**src/rtl/rf_wb_pkg.sv**
```systemverilog
// Shared types and constants for the register-file writeback queue.
package rf_wb_pkg;

   localparam int unsigned ADDR_WIDTH = 5;
   localparam int unsigned DATA_WIDTH = 32;

   // Writes to register 0 are architecturally discarded.
   localparam logic [ADDR_WIDTH-1:0] ZERO_REG = '0;

   // One pending register write ("reg" is a keyword, hence reg_idx).
   typedef struct packed {
      logic [ADDR_WIDTH-1:0] reg_idx;
      logic [DATA_WIDTH-1:0] value;
   } wb_entry_t;

endpackage

```
**src/rtl/rf_wb_forward_mux.sv**
```systemverilog
// Youngest-match search over pending writes for one forwarding port.
// Candidates are ordered oldest (index 0) to youngest (index NUM_CAND-1).
module rf_wb_forward_mux
   import rf_wb_pkg::*;
#(
   parameter int unsigned NUM_CAND = 5
) (
   input  logic [NUM_CAND-1:0]   cand_valid,
   input  wb_entry_t             cand [NUM_CAND],
   input  logic [ADDR_WIDTH-1:0] lookup_reg,
   output logic                  lookup_hit,
   output logic [DATA_WIDTH-1:0] lookup_value
);

   // Scan oldest to youngest so the last (youngest) match wins.
   always_comb begin
      lookup_hit   = 1'b0;
      lookup_value = '0;
      if (lookup_reg != ZERO_REG) begin
         for (int i = 0; i < int'(NUM_CAND); i++) begin
            if (cand_valid[i] && (cand[i].reg_idx == lookup_reg)) begin
               lookup_hit   = 1'b1;
               lookup_value = cand[i].value;
            end
         end
      end
   end

endmodule

```
**src/rtl/rf_writeback_queue.sv**
```systemverilog
// Writeback queue in front of the 32x32 register file write port.
// Requests are buffered in an in-order FIFO and drained one per cycle into
// registered rf_write_* outputs; two ports forward not-yet-written values.
// The entry type is fixed to the package widths; ADDR_WIDTH/DATA_WIDTH must
// match rf_wb_pkg.
module rf_writeback_queue #(
   parameter int unsigned DEPTH      = 4,
   parameter int unsigned DATA_WIDTH = 32,
   parameter int unsigned ADDR_WIDTH = 5
) (
   input  logic                       clk,
   input  logic                       rst,
   input  logic                       wb_valid,
   output logic                       wb_ready,
   input  logic [ADDR_WIDTH-1:0]      wb_reg,
   input  logic [DATA_WIDTH-1:0]      wb_value,
   output logic [ADDR_WIDTH-1:0]      rf_write_reg,
   output logic [DATA_WIDTH-1:0]      rf_write_value,
   input  logic [ADDR_WIDTH-1:0]      lookup_reg1,
   output logic                       lookup_hit1,
   output logic [DATA_WIDTH-1:0]      lookup_value1,
   input  logic [ADDR_WIDTH-1:0]      lookup_reg2,
   output logic                       lookup_hit2,
   output logic [DATA_WIDTH-1:0]      lookup_value2,
   output logic [$clog2(DEPTH):0]     pending_count
);

   import rf_wb_pkg::wb_entry_t;
   import rf_wb_pkg::ZERO_REG;

   localparam int unsigned PW       = $clog2(DEPTH);
   localparam int unsigned CW       = $clog2(DEPTH) + 1;
   localparam int unsigned NUM_CAND = DEPTH + 1;
   localparam logic [CW-1:0] FULL_CNT = CW'(DEPTH);

   wb_entry_t         fifo_q [DEPTH];
   logic [PW-1:0]     head_q;
   logic [PW-1:0]     tail_q;
   logic [CW-1:0]     count_q;
   logic [CW-1:0]     count_d;
   wb_entry_t         out_q;

   logic              fire;
   logic              push;
   logic              pop;

   wb_entry_t             cand [NUM_CAND];
   logic [NUM_CAND-1:0]   cand_valid;

   // Ready depends on state only; a pop on the same edge does not free a slot.
   assign wb_ready = !rst && (count_q < FULL_CNT);
   assign fire     = wb_valid && wb_ready;
   // Register-0 writes complete the handshake but are never stored.
   assign push     = fire && (wb_reg != ZERO_REG);
   assign pop      = (count_q != '0);

   // Occupancy next state: push and pop together leave it unchanged.
   always_comb begin
      count_d = count_q;
      if (push && !pop) begin
         count_d = count_q + 1'b1;
      end else if (!push && pop) begin
         count_d = count_q - 1'b1;
      end
   end

   // Entry storage; contents are qualified by count, so no reset is needed.
   always_ff @(posedge clk) begin
      if (push) begin
         fifo_q[tail_q] <= '{reg_idx: wb_reg, value: wb_value};
      end
   end

   // Pointers, occupancy and the registered write-port stage.
   always_ff @(posedge clk) begin
      if (rst) begin
         head_q  <= '0;
         tail_q  <= '0;
         count_q <= '0;
         out_q   <= '0;
      end else begin
         count_q <= count_d;
         if (push) begin
            tail_q <= tail_q + 1'b1;
         end
         if (pop) begin
            out_q  <= fifo_q[head_q];
            head_q <= head_q + 1'b1;
         end else begin
            out_q  <= '0;
         end
      end
   end

   assign rf_write_reg   = out_q.reg_idx;
   assign rf_write_value = out_q.value;
   assign pending_count  = count_q;

   // Candidate list oldest-first: output stage, then FIFO from head onward.
   always_comb begin
      logic [PW-1:0] idx;
      cand_valid    = '0;
      cand[0]       = out_q;
      cand_valid[0] = (out_q.reg_idx != ZERO_REG);
      for (int k = 0; k < int'(DEPTH); k++) begin
         idx               = head_q + PW'(k);
         cand[k+1]         = fifo_q[idx];
         cand_valid[k+1]   = (CW'(k) < count_q);
      end
   end

   rf_wb_forward_mux #(
      .NUM_CAND (NUM_CAND)
   ) u_fwd1 (
      .cand_valid   (cand_valid),
      .cand         (cand),
      .lookup_reg   (lookup_reg1),
      .lookup_hit   (lookup_hit1),
      .lookup_value (lookup_value1)
   );

   rf_wb_forward_mux #(
      .NUM_CAND (NUM_CAND)
   ) u_fwd2 (
      .cand_valid   (cand_valid),
      .cand         (cand),
      .lookup_reg   (lookup_reg2),
      .lookup_hit   (lookup_hit2),
      .lookup_value (lookup_value2)
   );

endmodule

```
**config.mk**
```make
export PLATFORM = sky130hd
export DESIGN_NAME = rf_writeback_queue
export DESIGN_NICKNAME = d
export VERILOG_FILES = /design/src/rtl/rf_wb_pkg.sv /design/src/rtl/rf_wb_forward_mux.sv /design/src/rtl/rf_writeback_queue.sv
export SDC_FILE = /design/constraint.sdc
export NUM_CORES = 1
export LEC_CHECK = 0
export ABC_CLOCK_PERIOD_IN_PS = 7400
export BUFFER_PORTS_ARGS = -buffer_cell sky130_fd_sc_hd__buf_4
export CORE_MARGIN = 2
export CORE_UTILIZATION = 39
export CTS_BUF_LIST = sky130_fd_sc_hd__clkbuf_2 sky130_fd_sc_hd__clkbuf_4 sky130_fd_sc_hd__clkbuf_8
export CTS_CLUSTER_DIAMETER = 150
export DETAILED_ROUTE_END_ITERATION = 10
export GPL_ROUTABILITY_DRIVEN = 0
export RECOVER_POWER = 25
export SYNTH_ARGS = -nofsm -noshare
export SYNTH_HDL_FRONTEND = slang
export SYNTH_HIERARCHICAL = 1
export SYNTH_SLANG_ARGS = --single-unit
```
**constraint.sdc**
```tcl
create_clock -name clk -period 7.4 [get_ports clk]
set_clock_uncertainty 0.05 [all_clocks]
set_input_delay 0 -clock clk [delete_from_list [all_inputs] [get_ports clk]]
set_output_delay 0 -clock clk [all_outputs]
set_load 0.05 [all_outputs]
```
==> results of run 1 <==
[report_power, final]
group          switching (mW)  internal, mW  leakage, nW  total, mW
logic                    1.61          1.03         3.29       2.63
clock network           0.439         0.288        0.200      0.726
registers               0.177          1.30         1.72       1.48
total                    2.22          2.62         5.21       4.84
[layout make-up]
type,count,area [µm²]
clock inverter,14,169
inverter,70,263
sequential,194,5380
multi-input combinational,711,7890
fill,3406,20600
timing repair buffer,221,1650
tap,468,586
antenna,2,5.00
clock buffer,18,241
[cell usage after synthesis (3+ instances only)]
master      n  area, µm²
mux4_2    141       3180
nand4_1     4       25.0
mux4_1      7        184
buf_2      47        235
inv_1      70        263
mux2i_1     3       30.0
ha_1        9        113
o21ai_0     3       15.0
nand2_1    73        274
nand3_1     3       15.0
edfxtp_1  148       4440
xor2_1     17        149
a21oi_1     4       20.0
o31ai_1    64        480
buf_6      24        270
buf_12      3       60.1
nor3_2      4       40.0
a22oi_2    46        576
dfxtp_1    46        921
o221ai_1   24        210
nor4_2      4       50.1
nor3_1     67        335
and2_1     43        269
nor2_1     12       45.0
a32oi_1    64        561
a22oi_1    18        135
and3_1      4       25.0
o221ai_2   40        601
clkbuf_1   26       97.6
xnor2_1    36        315
buf_4      62        465
[kinds of logic after synthesis]
family,count (synthesis),synth area share [%]
compound gates,270,18.3
buf+inv,236,9.70
simple gates,227,8.03
flops,194,36.7
mux,152,23.3
xor+xnor,53,3.18
fa+ha+maj,9,0.771
[metal layers]
| layer | vias up | global-route usage (%) |
|---|---|---|
| li1 | 4749 | - |
| met5 | - | 0 |
| met3 | 101 | 4.58 |
| met4 | 0 | 9.22 |
| met1 | 5589 | 29.7 |
| met2 | 631 | 38.2 |
[worst min-delay path by stage]
stage / start / endpoint / slack [ns] / depth (start not counted)
floorplan: wb_value[0] / fifo_q[0][0] / 0.05 / 0
global placement: wb_value[4] / fifo_q[0][4] / 0.15 / 1
detailed placement: wb_value[10] / fifo_q[3][10] / 0.16 / 1
CTS: wb_value[13] / fifo_q[1][13] / 0.16 / 2
global route: wb_value[22] / fifo_q[1][22] / 0.22 / 2
finish: wb_reg[0] / fifo_q[3][32] / 0.22 / 2
[what timing repair did]
action | CTS | global route
hold endpoints to repair | 157 | 0
setup endpoints to repair | 0 | 0
hold buffers | 39 | 0
[through the flow]
stage	utilization [%]	hold slack [ns]	setup slack, ns
detailed placement	42.1	0.156	3.23
finish	44.0	0.217	2.62
global route	44.0	0.219	2.38
floorplan	-	0.0489	4.27
CTS	44.3	0.159	2.64
global placement	42.1	0.152	3.31
==> reports/qor.txt, run 1 <==
WP depth -> 9
Full die area -> 39,000 µm²
Synth Flop Type -> edfxtp_1
Met3 wire len -> 3980 µm
Setup Crit Path Kind -> flop to output pin
Fin crit period -> 4.78 ns
Critical path arrival -> 4.73 ns
Post-Place Cells -> 1,625
Hold/Removal Path Class -> input pin to flop
Max reg flops -> 148
Syn-to-layout area delta -> 10.8%
# setup viols final -> 0
Setup bufs post-CTS -> 0
Top Family by Delay on Critical Path -> buffers and inverters
CTS tree -> done
Synth Net Count -> 1,200
Syn avg cell area -> 12.8 µm²
Worst Path Max Fanout -> 44
Leak -> 5.21 nW
Core area -> 36,800 µm²
Reg2reg end -> fifo_q[2][28]
Mapped Area -> 14,600 µm²
WL final -> 45,200 µm
Worst-Margin Slew -> 1.26 ns
Met1 WL -> 17,700 µm
Crit path top cell by count -> buf_4
Via density per instance -> 6.52
Total GRT Usage -> 23.1%
Clock sink total -> 194
Bufs and invs on worst path -> 3
Clock latency on the worst-skew pair -> 0.51 ns
Post-DP HPWL -> 27,400 µm
Reg-to-reg slack, setup -> 4.86 ns
DRC -> 0
Met2 WL post-DR -> 22,000 µm
Top routing layer used -> met4
Ratio of cells with drive above 1 in the final layout -> 36.1%
Synth Register Bits -> 194
Req. time, crit path -> 7.35 ns
Initial Util -> 39.7%
Drt pass-1 iters -> 5
Placed cell areas -> 15,500 µm²
Die Y -> 198 µm
Max Clk Rate -> 0.209 GHz
Netlist cell types -> 47
CP peak stage delay -> 0.79 ns
I/O pin cnt -> 157
Worst-path clk slew -> 0.12 ns
Post-Synthesis Cells -> 1,141
VDD IR max -> 159 µV
Worst Setup SP -> head_q[1]
Largest net degree at the start of global routing -> 71
Drt wl/cell -> 26.6 µm
Non-Filler Instances -> 1,698
Slew HR -> 16.2%
Most common cell after layout, fill and taps aside -> buf_4
Total gr overflow -> 0
R2R Path Start -> pending_count[2]
First-pass GRT wire length -> 66,900 µm
Die width -> 198 µm
MaxCap Viol Count -> 0
Number of enable flip-flop cells after synthesis -> 148
I/O Buffers -> 156
Final Hold Fails -> 0
CTS Buf Count -> 17
Final Cell Area -> 16,200 µm²
Routed vias -> 11,100
Ys Warns -> 6
Power Dens Cells -> 299 nW/µm²
Critical path capture point type -> output pin
Setup TNS -> 0 ns
Period utilization -> 64.6%
Crit-path cells -> mux4_2 -> xnor2_1 -> nand2_1 -> buf_4 -> o2111ai_4 -> buf_4 -> o221ai_1 -> a22oi_1 -> buf_4
Status -> finished, final reports clean
Initial antenna violation count -> 2
CP endpoint -> lookup_value2[31]
Pins over their slew limit -> 0
Reg2Reg Depth -> 3
CTS resizes -> 0
Layout Nets -> 1,274
Iteration-0 DRC Markers -> 982
Slowest CP cell -> dfxtp_4
Num rows -> 70
Startpoint type of the worst setup path -> flop
Unrepaired setup endpoints after global routing -> no
Share of synthesized registers carrying an async set or reset -> 0%
Htree depth -> 4
Commonest non-fill, non-tap cells in the layout -> buf_4, edfxtp_1, mux4_2
Max Root-Sink Buffers -> 2
Clock root buffer -> clkbuf_8
Routed Antenna Nets -> 0
Total Power -> 4.84 mW
Number of global-route vias before repair -> 10,800
Register area share after synthesis -> 36.7%
(Power assumes the default switching activity.)
==> run 2, diff against run 1 <==
--- a/config.mk
+++ b/config.mk
@@ -5,7 +5,7 @@
 export SDC_FILE = /design/constraint.sdc
 export NUM_CORES = 1
 export LEC_CHECK = 0
-export ABC_CLOCK_PERIOD_IN_PS = 7400
+export ABC_CLOCK_PERIOD_IN_PS = 4200
 export BUFFER_PORTS_ARGS = -buffer_cell sky130_fd_sc_hd__buf_4
 export CORE_MARGIN = 2
 export CORE_UTILIZATION = 39
==> constraint.sdc (replaced) <==
create_clock -name clk -period 4.2 [get_ports clk]
set_clock_uncertainty 0.05 [all_clocks]
set_input_delay 0 -clock clk [delete_from_list [all_inputs] [get_ports clk]]
set_output_delay 0 -clock clk [all_outputs]
set_load 0.05 [all_outputs]
==> reports/qor.txt, run 2 (synthesis results as in run 1) <==
Unrepaired setup endpoints after global routing -> no
Met2 WL post-DR -> 22,800 µm (+3.8%)
Setup bufs post-CTS -> 0 (unchanged)
VDD IR max -> 284 µV (+78%)
Drt pass-1 iters -> 4 (-1)
Via density per instance -> 6.32 (-3.0%)
Full die area -> 39,000 µm² (unchanged)
Worst Path Max Fanout -> 20 (-55%)
MaxCap Viol Count -> 0 (unchanged)
Ratio of cells with drive above 1 in the final layout -> 37.1% (+1.0 points)
Htree depth -> 4 (unchanged)
Critical path capture point type -> output pin
I/O pin cnt -> 157 (unchanged)
Reg2Reg Depth -> 4 (+1)
WL final -> 45,400 µm (+0.57%)
Period utilization -> 94.8%
Clock latency on the worst-skew pair -> 0.51 ns (about the same)
Die Y -> 198 µm (unchanged)
Startpoint type of the worst setup path -> flop
Critical path arrival -> 3.93 ns (-0.80 ns)
Die width -> 198 µm (unchanged)
Drt wl/cell -> 26.4 µm (-0.83%)
Final Hold Fails -> 0 (unchanged)
Initial antenna violation count -> 1 (-1)
Met1 WL -> 18,000 µm (+1.8%)
Worst-path clk slew -> 0.10 ns (-0.02 ns)
Commonest non-fill, non-tap cells in the layout -> buf_4, edfxtp_1, mux4_2
I/O Buffers -> 156 (unchanged)
Top routing layer used -> met4
Max reg flops -> 148 (unchanged)
Core area -> 36,800 µm² (unchanged)
Total GRT Usage -> 23.6% (+0.52 points)
Power Dens Cells -> 521 nW/µm² (+74%)
Total gr overflow -> 0 (unchanged)
DRC -> 0 (unchanged)
R2R Path Start -> pending_count[2]
HP Start -> wb_value[27]
Initial Util -> 39.7% (unchanged)
Iteration-0 DRC Markers -> 911 (-7.2%)
Routed Antenna Nets -> 0 (unchanged)
Routed vias -> 10,900 (-1.7%)
Pins over their slew limit -> 0 (unchanged)
Worst-Margin Slew -> 1.22 ns (-0.0397 ns)
Reg2reg end -> fifo_q[1][33]
Layout Nets -> 1,299 (+2.0%)
Most common cell after layout, fill and taps aside -> buf_4
Post-Place Cells -> 1,650 (+1.5%)
Max Root-Sink Buffers -> 2 (unchanged)
Largest net degree at the start of global routing -> 66 (-7.0%)
Slew HR -> 18.8% (+2.6 points)
Reg-to-reg slack, setup -> 1.70 ns (-3.16 ns)
Setup TNS -> 0 ns (unchanged)
Non-Filler Instances -> 1,722 (+1.4%)
Req. time, crit path -> 4.15 ns (-3.20 ns)
Leak -> 5.31 nW (+2.0%)
Fin crit period -> 3.98 ns
CTS Buf Count -> 17 (unchanged)
Num rows -> 70 (unchanged)
# setup viols final -> 0 (unchanged)
Hold/Removal Path Class -> input pin to flop
CTS tree -> done
Setup Crit Path Kind -> flop to output pin
Clock root buffer -> clkbuf_8
Hold depth -> 2 (unchanged)
Status -> finished, final reports clean
Post-DP HPWL -> 30,000 µm (+9.1%)
Met3 wire len -> 3240 µm (-19%)
Max Clk Rate -> 0.251 GHz
Clock sink total -> 194 (unchanged)
Hold EP -> fifo_q[3][27]
Syn-to-layout area delta -> 11.7%
Number of global-route vias before repair -> 10,800 (+0.39%)
Total Power -> 8.49 mW (+75%)
First-pass GRT wire length -> 68,300 µm (+2.1%)
==> run 2: what timing repair did <==
item,in CTS,in global routing
hold buffers,39,0
resized for setup,0,2
hold endpoints to repair,157,0
endpoints found under the setup margin,0,1
==> run 2: worst max path at each step <==
stage,startpoint,endpoint,depth (start not counted),slack (ns)
5_1_grt,head_q[0],lookup_value2[31],8,0.04
2_1_floorplan,head_q[1],lookup_value1[24],10,1.07
3_5_place_dp,head_q[1],lookup_value2[31],10,0.77
4_1_cts,head_q[0],lookup_value1[14],9,0.19
6_report,head_q[0],lookup_value1[17],9,0.22
3_3_place_gp,head_q[1],lookup_value2[29],10,0.79
==> run 2: final cells by class <==
cell class	instances	area [µm²]
antenna	1	2.50
sequential	194	5380
clock inverter	11	91.3
fill	3446	20500
inverter	70	263
tap	468	586
clock buffer	21	264
multi-input combinational	711	7890
timing repair buffer	246	1840
==> run 2: power by group <==
group	internal, mW	switching, mW	total (mW)
combinational	1.85	2.91	4.77
clock	0.489	0.689	1.18
sequential	2.30	0.250	2.55
==> run 2: per-stage QoR <==
| step | area (µm²) | hold WS (ns) | util, % | setup slack [ns] |
|---|---|---|---|---|
| after floorplan | 14600 | 0.0489 | - | 1.07 |
| after global placement | 15700 | 0.153 | 42.6 | 0.794 |
| after detailed placement | 15700 | 0.156 | 42.6 | 0.767 |
| after CTS | 16400 | 0.147 | 44.6 | 0.190 |
| after global routing | 16300 | 0.225 | 44.3 | 0.0411 |
| final | 16300 | 0.214 | 44.3 | 0.218 |
==> run 2: per-layer routing <==
metal	vias to the layer above	GRT usage [%]
li1	4804	-
met1	5488	30.3
met2	516	40.1
met3	79	3.52
met4	0	9.25
met5	-	0
==> run 2: worst max-delay path, stage by stage (launching register included) <==
cell and delay (ns):
dfxtp_4 0.47, buf_4 0.33, mux4_2 0.59, xor2_1 0.17, nor4_2 0.27, and3_2 0.59, buf_4 0.36, o31ai_1 0.14
a22oi_2 0.26, buf_4 0.25
